$ cat config.mk
export PLATFORM = sky130hd
export DESIGN_NAME = count_seq_monitor
export DESIGN_NICKNAME = d
export VERILOG_FILES = /design/src/rtl/count_seq_monitor.sv
export SDC_FILE = /design/constraint.sdc
export NUM_CORES = 1
export LEC_CHECK = 0
export ABC_AREA = 1
export CAP_MARGIN = 25
export CORE_MARGIN = 5
export CORE_UTILIZATION = 50
export DETAILED_ROUTE_END_ITERATION = 10
export PLACE_DENSITY = 0.78
export SLEW_MARGIN = 10
export SYNTH_ARGS = -nofsm -noshare
export SYNTH_HDL_FRONTEND = slang
export SYNTH_SLANG_ARGS = --single-unit
$ cat constraint.sdc
create_clock -name clk -period 3.3 [get_ports clk]
set_input_delay 0.825 -clock clk [delete_from_list [all_inputs] [get_ports clk]]
set_output_delay 0.825 -clock clk [all_outputs]
set_load 0.02 [all_outputs]
$ cat src/rtl/count_seq_monitor.sv
// rtl/count_seq_monitor.sv - sequence checker for a bounded 0..MAX up-counter
//
// Watches a bounded up-counter that counts 0..MAX and then holds at MAX.
// Each valid sample is checked against the previous legal value:
//   - hold at the same value
//   - step by +1
//   - restart at 0
// Any other value is an error. Entries into HOLD are counted as
// terminal-count events.
//
// Optional build macro: COUNT_MON_ERR_CLR_EN
//   When defined, an err_clr input is added. It releases the FAULT state.
//   When undefined, FAULT is left only by reset.
//
// Ports:
//   clk        rising-edge clock
//   reset      synchronous active-high reset
//   in_valid   count_in is sampled only when high
//   count_in   value from the upstream counter (CW bits)
//   err_clr    FAULT release (only with COUNT_MON_ERR_CLR_EN)
//   state      IDLE=0, RUN=1, HOLD=2, FAULT=3
//   at_max     high while in HOLD
//   tc_pulse   one-cycle pulse on each entry into HOLD
//   tc_events  saturating count of HOLD entries (EW bits)
//   err        sticky error, high while in FAULT
module count_seq_monitor #(
    parameter int CW  = 3,
    parameter int MAX = 3,
    parameter int EW  = 8
) (
    input  logic          clk,
    input  logic          reset,
    input  logic          in_valid,
    input  logic [CW-1:0] count_in,
`ifdef COUNT_MON_ERR_CLR_EN
    input  logic          err_clr,
`endif
    output logic [1:0]    state,
    output logic          at_max,
    output logic          tc_pulse,
    output logic [EW-1:0] tc_events,
    output logic          err
);

    typedef enum logic [1:0] {
        IDLE  = 2'd0,
        RUN   = 2'd1,
        HOLD  = 2'd2,
        FAULT = 2'd3
    } state_t;

    localparam logic [CW-1:0] MAX_V  = CW'(MAX);
    localparam logic [EW-1:0] EV_SAT = '1;

    state_t        st_q;
    state_t        st_nxt;
    logic [CW-1:0] prev;
    logic [CW-1:0] prev_nxt;
    logic [CW:0]   prev_inc;
    logic          is_oor;
    logic          is_zero;
    logic          is_same;
    logic          is_step;
    logic          is_max;
    logic          enter_hold;

    // prev+1 is formed one bit wider so an all-ones prev cannot alias to 0.
    assign prev_inc = {1'b0, prev} + {{CW{1'b0}}, 1'b1};

    assign is_oor  = count_in > MAX_V;
    assign is_zero = count_in == '0;
    assign is_same = count_in == prev;
    assign is_step = {1'b0, count_in} == prev_inc;
    assign is_max  = count_in == MAX_V;

    // Out-of-range is tested first in every state, so it overrides
    // the restart, same and step classifications.
    always_comb begin
        st_nxt   = st_q;
        prev_nxt = prev;
        case (st_q)
            IDLE: begin
                if (in_valid) begin
                    if (is_oor) begin
                        st_nxt = FAULT;
                    end else begin
                        prev_nxt = count_in;
                        st_nxt   = is_max ? HOLD : RUN;
                    end
                end
            end
            RUN: begin
                if (in_valid) begin
                    if (is_oor) begin
                        st_nxt = FAULT;
                    end else if (is_zero || is_same || is_step) begin
                        prev_nxt = count_in;
                        st_nxt   = is_max ? HOLD : RUN;
                    end else begin
                        st_nxt = FAULT;
                    end
                end
            end
            HOLD: begin
                // MAX+1 is never legal here, so the counter cannot wrap past MAX.
                if (in_valid) begin
                    if (is_oor) begin
                        st_nxt = FAULT;
                    end else if (is_max) begin
                        st_nxt = HOLD;
                    end else if (is_zero) begin
                        prev_nxt = '0;
                        st_nxt   = RUN;
                    end else begin
                        st_nxt = FAULT;
                    end
                end
            end
            FAULT: begin
`ifdef COUNT_MON_ERR_CLR_EN
                if (err_clr) begin
                    st_nxt   = IDLE;
                    prev_nxt = '0;
                end
`endif
            end
            default: st_nxt = FAULT;
        endcase
    end

    assign enter_hold = (st_nxt == HOLD) && (st_q != HOLD);

    // The flag outputs are registered from the next state, so they always
    // agree with the state register.
    always_ff @(posedge clk) begin
        if (reset) begin
            st_q      <= IDLE;
            prev      <= '0;
            at_max    <= 1'b0;
            tc_pulse  <= 1'b0;
            tc_events <= '0;
            err       <= 1'b0;
        end else begin
            st_q     <= st_nxt;
            prev     <= prev_nxt;
            at_max   <= st_nxt == HOLD;
            err      <= st_nxt == FAULT;
            tc_pulse <= enter_hold;
            if (enter_hold && (tc_events != EV_SAT)) begin
                tc_events <= tc_events + 1'b1;
            end
        end
    end

    assign state = st_q;

endmodule
==> results of run 1 <==
==> per-stage QoR <==
stage | cell area, um^2 | setup slack (ns)
floorplan | 972 | 1.42
global placement | 1180 | 0.795
detailed placement | 1180 | 0.732
CTS | 1220 | 1.03
global route | 1220 | 0.907
finish | 1220 | 1.03
==> registers in the layout, summed over array words and instances (netlist names) <==
| name | flops |
|---|---|
| tc_events | 8 |
| prev | 3 |
| state | 2 |
| at_max | 1 |
| err | 1 |
| tc_pulse | 1 |
==> path summary, 6_finish.rpt <==
kind                startpoint            to  slack, ns  cells after the start
setup reg to reg       prev[0]       prev[0]       1.52                      8
hold reg to reg   tc_events[6]  tc_events[6]       0.51                      2
setup / recovery   count_in[1]       prev[0]       1.03                     10
hold / removal    tc_events[6]  tc_events[6]       0.51                      2
==> worst max-delay path, cell delays in order <==
cell	delay, ns
clkdlybuf4s50_1	0.60
xnor2_1	0.15
nand3_1	0.08
nand2_1	0.08
clkinv_2	0.06
nand2_4	0.08
nor3b_4	0.31
o21ai_1	0.11
o21ai_1	0.09
nor2_1	0.05
==> power breakdown <==
group          internal (uW)  switching, uW  leakage (uW)  total (uW)
Clock                   67.1           58.3     0.0000210         125
Combinational           50.8           77.5      0.000326         128
Sequential               202           9.44      0.000130         212
==> cells by family after synthesis <==
kind of cell,share of synthesized area [%]
adder cells (fa/ha/maj),2.57
AND/OR/NAND/NOR,41.8
buffers and inverters,6.69
XOR/XNOR,7.21
AO/OA/AOI/OAI,8.75
flip-flops,32.9
==> cell usage after synthesis <==
library cell	instances	area, um^2
nand2_1	25	93.8
dfxtp_1	16	320
inv_1	10	37.5
a21oi_1	9	45.0
nand4_1	9	56.3
nor2_1	9	33.8
nand3_1	6	30.0
inv_2	5	18.8
xor2_1	5	43.8
nand2_4	4	45.0
o21ai_1	3	15.0
xnor2_1	3	26.3
ha_1	2	25.0
nand2_2	2	12.5
nor2_2	2	12.5
nor3_2	2	20.0
a211oi_2	1	12.5
clkbuf_1	1	3.75
clkinv_2	1	5.00
nand2_8	1	20.0
nand3_2	1	10.0
nand3_4	1	17.5
nor2_4	1	11.3
nor2_8	1	20.0
nor3_1	1	5.00
nor3b_4	1	18.8
o22ai_2	1	12.5
==> cell type report <==
type | count | area, um^2 | share of cell area (%)
Tap cell | 27 | 33.8 | 2.77
Multi-Input combinational cell | 90 | 587 | 48.2
Sequential cell | 16 | 320 | 26.3
Inverter | 16 | 61.3 | 5.03
Timing Repair Buffer | 18 | 180 | 14.8
Clock buffer | 4 | 36.3 | 2.98
==> layer usage <==
layer	global-route usage (%)	share of wire [%]	up-vias
met5	0	0	-
met4	4.56	0.51	0
met3	4.71	5.3	2
met2	28.6	51	24
met1	19.7	44	375
li1	-	-	449
==> metrics.md, run 1 <==
| Metric | Value |
|---|---|
| Port Buffers | 18 |
| Core Region | 1900 um^2 |
| Final Hold Viols | 0 |
| Fin Hold WS | 0.514 ns |
| Crit. End Element | flip-flop |
| Status | finished, final reports clean |
| Drt total wl | 1.96 mm |
| Maximum root-to-sink buffer count | 2 |
| Post-Synthesis Net Count | 131 |
| Final setup vio count | 0 |
| H-tree Lvls | 1 |
| Period utilisation layout | 68.8% |
| LEAKAGE | 0.000477 uW |
| Req. time, crit path | 3.46 ns |
| Root Buffer | clkbuf_4 |
| Remaining Overflow, GRT | 0 |
| Total Nets Final | 153 |
| P&R area growth vs syn | 25.4% |
| Inst Count DP | 167 |
| Final ANT Viol Nets | 0 |
| Final Instance Count excl. Fillers | 171 |
| Post-route core utilization | 64.1% |
| Startpoint Class | primary input |
| Chip height | 54.1 um |
| DIE AREA | 2930 um^2 |
| Post-Synthesis Cells | 123 |
| Total CTS buffers | 3 |
| Worst-path clk slew | 0.09 ns |
| Slew Viols, Final | 0 |
| PD cells | 382 nW/um^2 |
| Sink Count | 16 |
| IO Count | 19 |
| Cts hold-fix bufs | 0 |
| Slew headroom | 67.0% |
| DR pass1 iterations | 4 |
| Overall Power | 466 uW |
| RSZ-0062 raised after global routing | no |
| Yosys cell types | 27 |
| Max_cap viols | 0 |
| DRC violations left | 0 |
| Crit path DAT | 2.43 ns |
| WS Path Type | in -> reg |
| Crit Path Max Fanout | 5 |
| Initial antenna violation count | 0 |
| Yosys warns | 0 |
| Max IR drop VDD | 0.235 mV |
| First DRT Iteration DRCs | 24 |
| First-pass GRT wire length | 3.55 mm |
| Die Wd | 54.1 um |
| Initial Util | 51.1% |
| Avg Cell Area, Syn | 7.90 um^2 |
| Fmax | 441 MHz |
| Worst min-delay path class | reg -> reg |
| Post-synth design cell area | 972 um^2 |
| CTS tree | yes |
| Pin count of the biggest net entering global routing | 14 |
| Tmin final | 2.27 ns |
| Routability cong. | 0.807 |
| Most frequent cells in the layout | nand2_1 (25), clkdlybuf4s50_1 (18), dfxtp_1 (16) |
| #FFs+latches synth | 16 |
| Total number of vias | 850 |
| Skew-Pair Late Insertion Delay | 0.28 ns |
| Via density per instance | 4.97 |
| Placement Rows | 16 |
| Commonest non-fill, non-tap cell in the layout | nand2_1 |
| Slew @ Worst Pin | 0.494 ns |
| Vias in the first global route | 828 |
| Detail Placement HPWL | 1.58 mm |
| Seq/Total Area, Yosys | 32.9% |
| GRT Util Overall | 16.5% |
| Clock Skew | 0.00502 ns |
| Ant. Diodes | 0 |
| Layout cell share with drive strength beyond 1 | 19.4% |
| Post-CTS sizing | 0 |
| Layout fillers | 171 |
| Post-CTS setup buffers | 0 |
| Avg WL per Cell | 11.5 um |
| Setup tns final | 0 ns |
Note: power is estimated with default switching activity, not from simulation.
==> inputs of run 2 (changes only) <==
CORE_UTILIZATION = 45   (was 50)
PLACE_DENSITY = 0.74   (was 0.78)
clock period = 2 ns   (was 3.3 ns; I/O delays follow)
==> run 2 against run 1 <==
Effect of this change:
- count of clock-buffer cells in the layout stayed put
- largest cell class unchanged
- sequential share of layout area is 1.5 points lower
- clock power is 72% higher
- clock skew is 0.0031 ns lower
- highest routed layer unchanged
- critical endpoint is now state[0]
- setup slack worse by 0.93 ns
- critical path depth is 9 lower
- hold slack worse by 0.012 ns
- combinational power is 79% higher
==> metrics.md, run 2 (synthesized netlist as in run 1, its figures left out) <==
| Metric | Value |
|---|---|
| Clock Skew | 0.00190 ns |
| Crit. End Element | primary output |
| Placement Rows | 16 |
| First DRT Iteration DRCs | 19 |
| Ant. Diodes | 0 |
| Via density per instance | 5.04 |
| Initial Util | 48.6% |
| Largest register FFs | 8 |
| Placed cell areas | 1250 um^2 |
| LEAKAGE | 0.000539 uW |
| Final setup vio count | 0 |
| Avg WL per Cell | 11.4 um |
| Layout fillers | 177 |
| Vias in the first global route | 874 |
| Status | finished, final reports clean |
| Worst path slowest cell | clkdlybuf4s50_1 |
| Bufs and invs on worst path | 1 |
| Max incr delay on CP | 0.66 ns |
| Routability cong. | 0.816 |
| Layout cell share with drive strength beyond 1 | 24.2% |
| Inst Count DP | 176 |
| Final Hold Viols | 0 |
| Final ANT Viol Nets | 0 |
| Tmin final | 1.90 ns |
| Max IR drop VDD | 0.417 mV |
| P&R area growth vs syn | 32.8% |
| DIE AREA | 3190 um^2 |
| Crit Path Max Fanout | 5 |
| Fmax | 525 MHz |
| Post-CTS setup buffers | 0 |
| Post-CTS sizing | 0 |
| H-tree Lvls | 1 |
| Period utilisation layout | 95.2% |
| Fin Hold WS | 0.502 ns |
| Cts hold-fix bufs | 0 |
| PD cells | 614 nW/um^2 |
| WS Path Type | reg -> out |
| Fin area | 1290 um^2 |
| IO Count | 19 |
| Commonest non-fill, non-tap cell in the layout | nand2_1 |
| Root Buffer | clkbuf_4 |
| Skew-Pair Late Insertion Delay | 0.29 ns |
| Req. time, crit path | 1.50 ns |
| Die Wd | 56.5 um |
| Pin count of the biggest net entering global routing | 11 |
| Post-route core utilization | 64.5% |
| RSZ-0062 raised after global routing | no |
| DRC violations left | 0 |
| Final Instance Count excl. Fillers | 180 |
| CTS tree | yes |
| Chip height | 56.5 um |
| Startpoint Class | flip-flop |
| DR pass1 iterations | 6 |
| Total Nets Final | 162 |
| Most frequent cells in the layout | nand2_1 (25), dfxtp_1 (16), clkdlybuf4s50_1 (16) |
| First-pass GRT wire length | 3.67 mm |
| Slew headroom | 76.8% |
| GRT Util Overall | 14.2% |
| Top reg by flops | tc_events |
| CP delay by family, top | buffers and inverters |
| Max_cap viols | 0 |
| Sink Count | 16 |
| Total number of vias | 907 |
| Setup tns final | 0 ns |
| Reg-to-reg setup timing slack | 0.24 ns |
| Detail Placement HPWL | 1.61 mm |
| Worst min-delay path class | reg -> reg |
| Port Buffers | 18 |
| Slew Viols, Final | 0 |
| Total CTS buffers | 3 |
| Crit path DAT | 1.40 ns |
| Worst-path clk slew | 0.09 ns |
| Maximum root-to-sink buffer count | 2 |
| Remaining Overflow, GRT | 0 |
| Initial antenna violation count | 0 |
| Slew @ Worst Pin | 0.347 ns |
| Critical-path cell list | clkdlybuf4s50_1 |
| Drt total wl | 2.05 mm |
| Core Region | 2000 um^2 |
[run 2: area by class of cell]
type	count	area, um^2	share of cell area [%]
multi-input cells	90	587	45.4
inverters	16	61.3	4.75
repair buffers	27	253	19.6
clock buffers	4	36.3	2.81
well taps	27	33.8	2.62
flip-flops and latches	16	320	24.8
[run 2: worst paths after layout]
check | start | endpoint | depth (start not counted)
min reg2reg | prev[2] | prev[2] | 2
max | state[0] | state[0] | 1
min | prev[2] | prev[2] | 2
max reg2reg | prev[0] | prev[0] | 8
[run 2: layer usage]
layer | routed length [um] | global-route usage [%] | vias up
li1 | - | - | 463
met1 | 931 | 17.0 | 424
met2 | 1010 | 24.1 | 18
met3 | 91 | 3.90 | 2
met4 | 22 | 5.08 | 0
met5 | 0 | 0 | -
[run 2: per-stage QoR]
step	worst slack [ns]	power [uW]
finish	0.0963	793
global route	0.0190	838
CTS	0.0690	802
detailed placement	-0.228	587
global placement	-0.178	582
floorplan	0.413	509
[run 2: report_power, final]
group / switching [uW] / internal (uW) / leakage [uW]
clock: 104 / 111 / 0.0000210
combinational: 132 / 96.7 / 0.000388
sequential: 15.0 / 334 / 0.000130
==> RTL change, RTL diff (settings of run 2) <==
Add a define of `COUNT_MON_ERR_CLR_EN`.
--- a/src/rtl/count_seq_monitor.sv
+++ b/src/rtl/count_seq_monitor.sv
@@ -23,6 +23,8 @@
 //   tc_pulse   one-cycle pulse on each entry into HOLD
 //   tc_events  saturating count of HOLD entries (EW bits)
 //   err        sticky error, high while in FAULT
+`define COUNT_MON_ERR_CLR_EN
+
 module count_seq_monitor #(
     parameter int CW  = 3,
     parameter int MAX = 3,
Ports: changed (added err_clr); port bits go from 19 to 20. The function was not compared with the original's and may differ.
==> RTL change against run 2 <==
Utilization decreased by 3.1 points. First-iteration DRC count decreased by 37%. Cell area decreased by 5.7%. Area after synthesis decreased by 3.6%. Sequential cell count unchanged. Worst setup slack improved by 0.037 ns. Hold slack improved by 0.00070 ns. Register-to-register slack improved by 0.06 ns. Maximum frequency increased by 2.0%. Die area decreased by 3.0%. Power increased by 7.1%. Wire length decreased by 7.7%. Via count increased by 5.7%. Critical endpoint is now tc_events[2]. Largest power group unchanged. Highest routed layer unchanged.
==> RTL change: results (changes against run 2) <==
- Crit Reg-Reg Startpoint: prev[0]$_SDFFE_PP0P_
- Reg with most FFs: tc_events
- Share of cells above drive strength 1: 0.1212 (-0.1206)
- Synth top cells by count: nand2_1 (45), dfxtp_1 (16), nand3_1 (15)
- Delay-heaviest family, CP: buffers and inverters
- Peak VDD IR: 0.5512 mV (+32%)
- Post-DP HPWL: 1470 µm (-8.9%)
- Synth area leaders: dfxtp_1 (34%), nand2_1 (18%), nand3_1 (8.0%)
- Ys async rst share: 0 (unchanged)
- Total track usage: 0.1258 (-0.01634)
- Synth warn: 0 (unchanged)
- Initial antenna violation count: 0 (unchanged)
- RD Place Congestion: 0.7967 (-2.3%)
- Rel. slew slack: 0.6114 (-0.1568)
- CP max stage delay: 0.65 ns
- CTS root buffer: clkbuf_4
- Diodes inserted: 0 (unchanged)
- Clock latency on the worst-skew pair: 0.28 ns
- Worst R2R Setup Slack: 0.30 ns (+0.06 ns)
- Syn_area_per_cell: 6.646 µm² (-16%)
- Post-synth cell types: 21 (-22%)
- Crit path from: tc_events[2]$_SDFFE_PP0P_
- Cts repair resizes: 0 (unchanged)
- Worst Reg-to-Reg Cells: 13 (+5)
- Leak Pwr: 0.5590 nW (+3.7%)
- Final setup viols: 0 (unchanged)
- DRC errors left: 0 (unchanged)
- Port buffer count: 19 (+1)
- Slowest cell on crit path: clkdlybuf4s50_1
- Postcts setup bufs: 0 (unchanged)
- Max Fanout on Critical Path: 6 (+1)
- Filler instances: 181 (+2.3%)
- Non-Filler Instances: 192 (+6.7%)
- Largest net degree at the start of global routing: 17 (+6)
- TritonRoute pass-1 iters: 4 (-2)
- Seq/Total Area, Yosys: 0.3418 (+0.01232)
- Crit path capture: tc_events[2]
- HP Class: reg -> reg
- CP arrival: 1.37 ns (-0.03 ns)
- Top FF cell, synth: dfxtp_1
- R2r endpoint: tc_events[4]$_SDFFE_PP0P_
- Final Hold Viols: 0 (unchanged)
- Avg Vias per Cell: 4.995 (-0.88%)
- Clock edge transition at the registers on the reported setup and hold paths: 0.09 ns (about the same)
- Status: completed
- CTS max path bufs: 2 (unchanged)
- First DRT Iteration DRCs: 12 (-7)
- Vias in the first global route: 806 (-7.8%)
- Largest register FFs: 8 (unchanged)
- H-tree depth: 1 (unchanged)
- Post-Route WL: 1895 µm (-7.7%)
- Total CTS buffers: 3 (unchanged)
- Post-Syn Nets: 150 (+15%)
- Global-route wire length before repair: 3312 µm (-9.8%)
- Nets: 175 (+8.0%)
- Clock skew: 0.001845 ns (-0.00005753 ns)
[RTL change: cell types whose count changed in the layout (fill, tap and decap cells not counted), sizes merged, moves of 3 or more]
| cell | run 2 | this run |
|---|---|---|
| o21ai | 3 | 0 |
| nand2 | 32 | 51 |
| nand3 | 8 | 15 |
| a21oi | 9 | 13 |
| buf | 9 | 3 |
| nand4 | 9 | 1 |
[RTL change: how the worst min path moves through the flow]
| stage | from | to | slack (ns) | cells after the start |
|---|---|---|---|---|
| 2_1_floorplan | prev[2]$_SDFFE_PP0P_ | prev[2]$_SDFFE_PP0P_ | 0.45 | 2 |
| 3_3_place_gp | prev[2]$_SDFFE_PP0P_ | prev[2]$_SDFFE_PP0P_ | 0.47 | 2 |
| 3_5_place_dp | prev[2]$_SDFFE_PP0P_ | prev[2]$_SDFFE_PP0P_ | 0.48 | 2 |
| 4_1_cts | prev[2]$_SDFFE_PP0P_ | prev[2]$_SDFFE_PP0P_ | 0.50 | 2 |
| 5_1_grt | prev[2]$_SDFFE_PP0P_ | prev[2]$_SDFFE_PP0P_ | 0.51 | 2 |
| 6_report | prev[2]$_SDFFE_PP0P_ | prev[2]$_SDFFE_PP0P_ | 0.50 | 2 |
[RTL change: power breakdown]
part | leakage (nW) | switching (mW) | internal [mW]
Clock | 0.0210 | 0.0938 | 0.111
Combinational | 0.408 | 0.174 | 0.110
Sequential | 0.130 | 0.0193 | 0.342
Total | 0.559 | 0.287 | 0.563
[RTL change: cell type report]
class,count,area (µm²),area share
sequential,16,320.3,0.2631
inverter,15,56.30,0.04625
tap,27,33.78,0.02775
clock buffer,4,36.28,0.02980
timing repair buffer,22,217.7,0.1788
multi-input combinational,108,553.0,0.4543
[RTL change: logic make-up after synthesis]
group	Yosys count	synth area share
buffers and inverters	18	0.08009
DFF	16	0.3418
xor gates and xnor gates	6	0.05607
AOI/OAI and AO/OA	16	0.09479
and+or+nand+nor	83	0.4005
adders and majority gates	2	0.02670
[RTL change: routing by layer]
metal	vias to the layer above	part of all wire	track usage
met2	23	0.44	0.1943
met4	0	0.013	0.05208
li1	497	-	-
met5	-	0	0
met3	4	0.041	0.02784
met1	435	0.51	0.1678
[RTL change: stage by stage]
step / instance area [µm²] / utilization / hold WS (ns) / worst slack, ns / setup TNS (ns)
finish: 1217 / 0.6143 / 0.5029 / 0.1337 / 0
CTS: 1201 / 0.6061 / 0.4964 / 0.03883 / 0
global placement: 1165 / 0.5878 / 0.4733 / -0.2389 / -2.167
global route: 1217 / 0.6143 / 0.5130 / 0.009032 / 0
detailed placement: 1165 / 0.5878 / 0.4820 / -0.2583 / -2.453
floorplan: 937.1 / - / 0.4454 / 0.4137 / 0
